--- config.mk ---
export PLATFORM = sky130hd
export DESIGN_NAME = operand_fetcher
export DESIGN_NICKNAME = d
export VERILOG_FILES = /design/src/rtl/operand_fetcher.sv
export SDC_FILE = /design/constraint.sdc
export NUM_CORES = 1
export LEC_CHECK = 0
export ABC_AREA = 1
export BUFFER_PORTS_ARGS = -buffer_cell sky130_fd_sc_hd__buf_2
export CAP_MARGIN = 10
export CORE_UTILIZATION = 45
export CTS_CLUSTER_SIZE = 16
export DETAILED_ROUTE_END_ITERATION = 6
export PLACE_DENSITY = 0.85
export SLEW_MARGIN = 20
export SYNTH_ARGS = -nofsm -noshare
export SYNTH_HDL_FRONTEND = slang
export SYNTH_SLANG_ARGS = --single-unit
--- constraint.sdc ---
create_clock -name clk -period 1.85 [get_ports clk]
set_input_delay 0.37 -clock clk [delete_from_list [all_inputs] [get_ports clk]]
set_output_delay 0.37 -clock clk [all_outputs]
set_load 0.1 [all_outputs]
--- src/rtl/operand_fetcher.sv ---
// -----------------------------------------------------------------------------
// operand_fetcher
//
// Purpose:
//   Read-only burst engine that fetches pairs of operands from two memory
//   ports. Port A walks base_a, base_a+1, ...; port B walks base_b,
//   base_b+stride_b, ... (all 16-bit modulo). Each pair is captured in an
//   output register guarded by a valid/ready handshake.
//
// Ports:
//   clk, rst              : single clock, synchronous active-high reset
//   start                 : one-cycle burst request (ignored while busy)
//   base_a/base_b         : first address on port A / port B
//   stride_b              : port-B address increment per element
//   len                   : number of element pairs (0 is legal)
//   mem_addr_a/mem_addr_b : registered memory read addresses
//   mem_data_a/mem_data_b : combinational read data for those addresses
//   out_a/out_b/out_last  : registered pair and end-of-burst flag
//   out_valid/out_ready   : output handshake
//   busy, done, err       : status (done is a one-cycle completion pulse)
//
// Configuration:
//   BOUNDS_CHECK_EN : when defined, an address >= MEM_DEPTH seen at capture
//                     time sets a sticky err, drops the capture and ends the
//                     burst. When undefined, err is constant 0.
// -----------------------------------------------------------------------------
module operand_fetcher #(
   parameter int MEM_DEPTH = 1000
) (
   input  logic        clk,
   input  logic        rst,
   input  logic        start,
   input  logic [15:0] base_a,
   input  logic [15:0] base_b,
   input  logic [15:0] stride_b,
   input  logic [7:0]  len,
   output logic [15:0] mem_addr_a,
   output logic [15:0] mem_addr_b,
   input  logic [15:0] mem_data_a,
   input  logic [15:0] mem_data_b,
   output logic [15:0] out_a,
   output logic [15:0] out_b,
   output logic        out_valid,
   input  logic        out_ready,
   output logic        out_last,
   output logic        busy,
   output logic        done,
   output logic        err
);

   localparam logic [1:0] S_IDLE   = 2'd0;
   localparam logic [1:0] S_FETCH  = 2'd1;
   localparam logic [1:0] S_DRAIN  = 2'd2;
   localparam logic [1:0] S_FINISH = 2'd3;

`ifdef BOUNDS_CHECK_EN
   localparam logic LP_CHECK_EN = 1'b1;
`else
   localparam logic LP_CHECK_EN = 1'b0;
`endif

   localparam logic [16:0] LP_DEPTH = 17'(MEM_DEPTH);

   logic [1:0]  r_state;
   logic [15:0] r_addr_a;
   logic [15:0] r_addr_b;
   logic [15:0] r_stride;
   logic [7:0]  r_len;
   logic [7:0]  r_idx;
   logic [15:0] r_out_a;
   logic [15:0] r_out_b;
   logic        r_out_valid;
   logic        r_out_last;
   logic        r_busy;
   logic        r_done;
   logic        r_err;

   logic [1:0]  w_next_state;
   logic        w_advance;
   logic        w_last_idx;
   logic        w_oob_raw;
   logic        w_oob;

   // A new pair may be captured when the output slot is free or being drained.
   assign w_advance  = (r_state == S_FETCH) && (!r_out_valid || out_ready);
   assign w_last_idx = (r_idx == (r_len - 8'd1));
   assign w_oob_raw  = ({1'b0, r_addr_a} >= LP_DEPTH) || ({1'b0, r_addr_b} >= LP_DEPTH);
   // Checked only on an advance so a pair already waiting in the output
   // register is never discarded by the error path.
   assign w_oob      = LP_CHECK_EN & w_oob_raw;

   // Next-state selection for the burst sequencer.
   always_comb begin
      w_next_state = r_state;
      case (r_state)
         S_IDLE: begin
            if (start) begin
               if (len != 8'd0) begin
                  w_next_state = S_FETCH;
               end else begin
                  w_next_state = S_FINISH;
               end
            end else begin
               w_next_state = S_IDLE;
            end
         end
         S_FETCH: begin
            if (w_advance) begin
               if (w_oob) begin
                  w_next_state = S_FINISH;
               end else if (w_last_idx) begin
                  w_next_state = S_DRAIN;
               end else begin
                  w_next_state = S_FETCH;
               end
            end else begin
               w_next_state = S_FETCH;
            end
         end
         S_DRAIN: begin
            if (r_out_valid && out_ready) begin
               w_next_state = S_FINISH;
            end else begin
               w_next_state = S_DRAIN;
            end
         end
         S_FINISH: begin
            w_next_state = S_IDLE;
         end
         default: begin
            w_next_state = S_IDLE;
         end
      endcase
   end

   // Sequencer state, address generation, output pair and status registers.
   always_ff @(posedge clk) begin
      if (rst) begin
         r_state     <= S_IDLE;
         r_addr_a    <= 16'd0;
         r_addr_b    <= 16'd0;
         r_stride    <= 16'd0;
         r_len       <= 8'd0;
         r_idx       <= 8'd0;
         r_out_a     <= 16'd0;
         r_out_b     <= 16'd0;
         r_out_valid <= 1'b0;
         r_out_last  <= 1'b0;
         r_busy      <= 1'b0;
         r_done      <= 1'b0;
         r_err       <= 1'b0;
      end else begin
         r_state <= w_next_state;
         r_busy  <= (w_next_state != S_IDLE);
         r_done  <= (w_next_state == S_FINISH);
         case (r_state)
            S_IDLE: begin
               if (start) begin
                  r_stride <= stride_b;
                  r_len    <= len;
                  r_idx    <= 8'd0;
                  // The address registers double as the latched bases; an
                  // empty burst goes straight to FINISH with addresses at 0.
                  if (len != 8'd0) begin
                     r_addr_a <= base_a;
                     r_addr_b <= base_b;
                  end else begin
                     r_addr_a <= 16'd0;
                     r_addr_b <= 16'd0;
                  end
               end
            end
            S_FETCH: begin
               if (w_advance) begin
                  if (w_oob) begin
                     r_err       <= 1'b1;
                     r_out_valid <= 1'b0;
                     r_out_last  <= 1'b0;
                     r_addr_a    <= 16'd0;
                     r_addr_b    <= 16'd0;
                  end else begin
                     r_out_a     <= mem_data_a;
                     r_out_b     <= mem_data_b;
                     r_out_valid <= 1'b1;
                     r_out_last  <= w_last_idx;
                     r_idx       <= r_idx + 8'd1;
                     if (w_last_idx) begin
                        r_addr_a <= 16'd0;
                        r_addr_b <= 16'd0;
                     end else begin
                        r_addr_a <= r_addr_a + 16'd1;
                        r_addr_b <= r_addr_b + r_stride;
                     end
                  end
               end
            end
            S_DRAIN: begin
               if (r_out_valid && out_ready) begin
                  r_out_valid <= 1'b0;
                  r_out_last  <= 1'b0;
               end
            end
            S_FINISH: begin
               r_idx <= 8'd0;
            end
            default: begin
               r_idx <= 8'd0;
            end
         endcase
      end
   end

   assign mem_addr_a = r_addr_a;
   assign mem_addr_b = r_addr_b;
   assign out_a      = r_out_a;
   assign out_b      = r_out_b;
   assign out_valid  = r_out_valid;
   assign out_last   = r_out_last;
   assign busy       = r_busy;
   assign done       = r_done;
   assign err        = r_err;

endmodule

; ---- After elaboration in Yosys (flattened, before gate mapping)
; Index checks and enable logic that the tools add are counted.
[word_totals]
in_bits = 92
register_bits = 102
out_inout_bits = 69
[classes]
mux = 24
n_reduce_logical = 15
n_eq_ne = 8
add_sub_neg = 4
[op_table]
columns = operator, n
row1 = 16-bit two-way mux, 8
row2 = 16-bit one-hot mux with 2 select lines, 2
row3 = 8-bit one-hot mux with 3 select lines, 1
row4 = "16-bit by 1-bit adder with 16-bit output, second input constant", 1
row5 = 16-bit adder, 1
row6 = 8-bit two-way mux, 2
row7 = 3-bit AND reduction, 3
row8 = "8-bit by 1-bit adder with 8-bit output, second input constant", 1
row9 = 8-bit equality test, 1
row10 = 2-bit two-way mux, 4
row11 = 2-bit one-hot mux with 4 select lines, 1
row12 = 8-bit nonzero test, 1
row13 = "8-bit by 1-bit subtractor with 8-bit output, second input constant", 1
row14 = "2-bit equality test, second input constant", 3
row15 = "2-bit != test, second input constant", 3
row16 = 2-bit nonzero test, 3
row17 = 1-bit two-way mux, 4
row18 = 1-bit one-hot mux with 2 select lines, 2
row19 = 2-bit AND reduction, 2
row20 = 3-bit nonzero test, 1
row21 = "2-bit by 1-bit equality test with 1-bit output, second input constant", 1
row22 = 1-bit logical AND, 2
row23 = 2-bit logical NOT, 1
row24 = 1-bit logical NOT, 1
row25 = 1-bit logical OR, 1

; ---- Logic depth before layout (Yosys ltp)
[depth]
word_depth = 6
depth_mapped = 14

; ---- Least setup slack after synthesis
; No wires, ideal clock.
[synth_path]
kind = register to register
from = register r_addr_a[1], in the netlist mem_addr_a[1]
to = register r_addr_a[14], in the netlist mem_addr_a[14]
arrival_time_ps = 2249
n_path_buf = 0
slack_ps = -470
path_stages_with_launch = 10
setup_ps = 71
path_cell_list = dfxtp_1 ha_1 nand2_1 nor2_1 nand4_1 nor2_1 nor2_1 nor2_1 nand3_1 a21oi_1
[synth_via]
elab_chain_len = 4
[synth_rtl]
columns = element, line_no
row1 = "start, declared", 65  ; logic [15:0] r_addr_a;
row2 = "start signal, assigned", 165  ; r_addr_a <= base_a;
row3 = "start signal, assigned", 191  ; r_addr_a <= r_addr_a + 16'd1;
row4 = 16-bit by 1-bit adder with 16-bit output, 191
row5 = 16-bit two-way mux, 187  ; if (w_last_idx) begin
row6 = 16-bit two-way mux, 174  ; if (w_advance) begin
row7 = 16-bit one-hot mux with 2 select lines, 156  ; case (r_state)
; No other way between the ends. The select of a mux whose other input is x is not followed.
; A chain may end at the register's enable or synchronous reset.

; ---- Final worst setup path
[layout_path]
from = register r_addr_b[0], in the netlist mem_addr_b[0]
to = register r_addr_b[12], in the netlist mem_addr_b[12]
[layout_via]
elab_chain_len = 4
[layout_rtl]
columns = element, line_no
row1 = "start, declared", 66  ; logic [15:0] r_addr_b;
row2 = "start signal, assigned", 166  ; r_addr_b <= base_b;
row3 = "start signal, assigned", 192  ; r_addr_b <= r_addr_b + r_stride;
row4 = 16-bit adder, 192
row5 = 16-bit two-way mux, 187
row6 = 16-bit two-way mux, 174
row7 = 16-bit one-hot mux with 2 select lines, 156
; No other way between the ends. The select of a mux whose other input is x is not followed.

==> key figures <==
Route
  • Count of nets left with antenna violations after detail routing: 0
  • Count of routing violations after the opening detailed-route iteration: 291
  • Total via count after detailed routing: ~5700
  • Number of vias per cell after detailed routing: roughly 5.2
  • Overall routed net length: approximately 15 mm
  • DRC errors left: 0
  • Average detailed-routed wire length per instance: 13.5 um
  • Number of iterations in the first detailed-routing pass: 5

Place
  • GPL Wtd Cong: around 0.92
  • HPWL after detailed placement: 10.5 mm
  • Number of port buffers: 159
  • Dpl ws: approximately 0.022 ns

Critical path
  • Data arrival, critical path: 2.08 ns
  • Data required, critical path: 2.14 ns
  • Largest stage delay on the critical path: roughly 0.38 ns
  • Beginning of the critical path: mem_addr_b[0]
  • Crit path top cell by count: nand3_1
  • Launch instance of the worst register-to-register path: mem_addr_b[0]
  • Type of origin of the critical path: flop
  • Type of the worst setup path: flop to flop
  • Peak fanout along the critical path: 3
  • Type of element capturing the critical path: flop
  • R2r worst-path depth: 11
  • Cells along the critical path: ha_1 > fa_2 > nand3_1 > nand3_2 > nand3_2 > nand3_1 > nand2_1 > nand2_1 > inv_1 > nand3_1 > a21oi_1
  • Cell type of the slowest stage on the worst timing path: fa_2

Power and ir drop
  • Highest ir drop seen on vdd: 0.00102 V
  • Lkg Pwr: 3.35 nW
  • Power density over cell area: 1040 mW/mm2
  • Cell Int Power: approximately 4 mW
  • Switching power as a share of total power: 0.437
  • Switch Pwr: approximately 3.1 mW
  • Share of power burned in registers: 0.364
  • Relative contribution of combinational cells to total power: 0.370
  • Proportion of power drawn by the clock network: 0.266

Clock tree
  • Clock tree from TritonCTS: done
  • Number of sinks on the clock net: 102
  • Buffer depth of the longest clock path: 2
  • Clock Latency Late Sink: around 0.36 ns
  • Clk Tree Root Cell: clkbuf_16
  • Number of clock buffers inserted by TritonCTS: 9
  • Clock Pin Slew Worst Setup and Hold Paths: 0.08 ns
  • # H-tree levels: 3

Floorplan
  • Boundary pin count: 161
  • Floorplan die width: 113 um
  • Core footprint: 0.0120 mm2
  • Effective utilization at floorplan: 0.460
  • Die footprint: between 0.01 and 0.015 mm2
  • Vertical die dimension: 113 um
  • Row count: 40

Global route
  • All-layer global routing usage: 0.237
  • Pin count of the biggest net entering global routing: 59
  • Global routing usage on met3: 0.0664
  • Met2 track utilization from global routing: 0.399
  • Vias in the first global route: 5170
  • First-pass GRT wire length: 24.0 mm
  • Antenna violations before repair: 0
  • Met1 Resource Use GR: 0.291
  • GRT Residual Overflow: 0
  • Highest-utilization routing layer at the global route stage: met2

STA
  • Final number of setup-violating endpoints: 0
  • Achievable clock frequency: 0.561 GHz
  • Period Utilization, post-route: 0.964
  • Endpoints failing hold: 0
  • Worst-Margin Slew: 0.553 ns
  • Worst relative slew slack: 0.631
  • Final hold slack: 0.252 ns
  • Max Slew Vio Count: 0
  • Final critical-path required period: 1.78 ns
  • Clock skew: a little over 0.008 ns
  • Least setup slack across all paths after layout: between 0.06 and 0.07 ns

Logic synthesis
  • Mean instance size in the synthesized netlist: 6.78 um2
  • Post-synthesis net count: 923
  • Sequential area share after synthesis: 0.371
  • Number of standard cells after synthesis: 812
  • Syn. warnings: 0
  • Flip-flop and latch count after synthesis: 102
  • Post-synth cell types: 32
  • Syn Std Cell Area: 0.00550 mm2

Worst hold path
  • Worst hold path class: input port to flop
  • Startpoint of the lowest-slack hold path: mem_data_a[7]
  • Worst Hold Path Cells: 3

Finish
  • Area growth from synthesis to final layout: 25.9%
  • Share of post-route cells with drive strength above 1: 0.262
  • Final core utilization: 0.579
  • Antenna fix cells: 0
  • # nets final: 1067
  • Number of fill cells: 1124

Run status
  • Run status: finished, final reports clean

Job
  • Max-Cap Viols: 0
layer usage:
metal / up-vias / wire [um]
met1: 2528 / 6650
met5: - / 0
met3: 23 / 1190
met2: 236 / 6920
met4: 0 / 235
li1: 2954 / -
worst paths after layout:
path | to | slack [ns]
setup reg to reg | mem_addr_b[12] | 0.07
hold reg to reg | out_a[12] | 0.48
setup / recovery | mem_addr_b[12] | 0.07
hold / removal | out_a[7] | 0.25
cell usage in the layout (no fill, tap or decap), types with 3 or more instances in the layout:
cell / Yosys / final
buf_4: 4 / 9
dfxtp_1: 102 / 72
a21oi_2: 0 / 3
ha_4: 0 / 5
nand3_1: 43 / 41
o21ai_1: 5 / 5
ha_1: 18 / 13
and2_1: 3 / 3
buf_12: 0 / 4
xnor2_1: 11 / 11
nor2_1: 142 / 141
a21oi_1: 57 / 54
o21ai_0: 87 / 87
inv_1: 66 / 65
nand2_2: 2 / 4
dfxtp_2: 0 / 23
dfxtp_4: 0 / 7
clkbuf_16: 0 / 9
nor2_2: 5 / 5
nand4_1: 6 / 6
nor2_4: 2 / 3
xor2_1: 14 / 14
nand2_1: 141 / 139
nor3_1: 3 / 3
nand3b_1: 18 / 18
buf_2: 2 / 159
a31oi_1: 32 / 32
inv_2: 5 / 6
layout make-up:
| class | instances | area (um2) | area share |
|---|---|---|---|
| clock buffers | 9 | 225 | 0.0325 |
| inverters | 72 | 273 | 0.0394 |
| flip-flops and latches | 102 | 2100 | 0.303 |
| multi-input cells | 598 | 3120 | 0.450 |
| repair buffers | 173 | 955 | 0.138 |
| well taps | 147 | 184 | 0.0266 |
| clock inverters | 7 | 73.8 | 0.0107 |
power by group through the flow:
| stage | sequential (mW) | clock [mW] | combinational, mW |
|---|---|---|---|
| 3_3_place_gp | 2.64 | 0 | 2.57 |
| 4_1_cts | 2.60 | 1.96 | 2.61 |
| 3_5_place_dp | 2.65 | 0 | 2.59 |
| 6_report | 2.61 | 1.91 | 2.66 |
| 2_1_floorplan | 3.79 | 0 | 0.937 |
| 5_1_grt | 2.64 | 2.03 | 2.84 |
cells by family (layout without fill, tap and decap cells):
family / Yosys count / count (layout) / share of synthesized area
fa+ha+maj: 19 / 19 / 0.0446
compound gates: 183 / 183 / 0.175
flops: 102 / 102 / 0.371
simple gates: 370 / 370 / 0.289
buf+inv: 112 / 261 / 0.0800
other cells: 1 / 1 / 0.000681
xor+xnor: 25 / 25 / 0.0398
sequential cells by signal (all words and copies together), names as in the netlist:
signal      flops
out_valid       1
out_b          16
r_idx           8
busy            1
out_a          16
mem_addr_a     16
r_state         2
mem_addr_b     16
out_last        1
r_len           8
done            1
r_stride       16
worst max-delay path, delay by kind of cell (launching register included):
| family | cells | cell delay [ns] |
|---|---|---|
| buf+inv | 1 | 0.05 |
| fa+ha+maj | 2 | 0.60 |
| simple gates | 7 | 0.60 |
| flops | 1 | 0.35 |
| compound gates | 1 | 0.13 |
cell usage after synthesis (all sizes together):
library cell,number,area share
conb,1,0.00068
or2,1,0.0011
inv,72,0.050
nand3b,18,0.025
clkbuf,26,0.018
a22oi,1,0.0014
and2,3,0.0034
xor2,14,0.022
nand2,145,0.10
nand3,43,0.039
dfxtp,102,0.37
fa,1,0.0036
o21ai,92,0.084
nor2,149,0.11
ha,18,0.041
xnor2,11,0.018
nor4,2,0.0023
a21oi,57,0.052
nor3,3,0.0027
buf,14,0.013
o21bai,1,0.0014
nand4,6,0.0068
a31oi,32,0.036
timing repair:
action                                  CTS  global route
endpoints found under the setup margin    0            36
resized for setup                         0            17
setup buffers                             0             0
hold buffers                              0             0
per-stage QoR:
stage / setup TNS [ns] / cell area (um2) / cells / power, mW
after floorplan: -0.00748 / 5560 / 812 / 4.72
after global placement: 0 / 6530 / 1092 / 5.21
after detailed placement: 0 / 6530 / 1092 / 5.24
after CTS: 0 / 6820 / 1108 / 7.16
after global routing: -0.177 / 6930 / 1108 / 7.51
final: 0 / 6930 / 1108 / 7.17
Power figures use the tool's default switching activity.
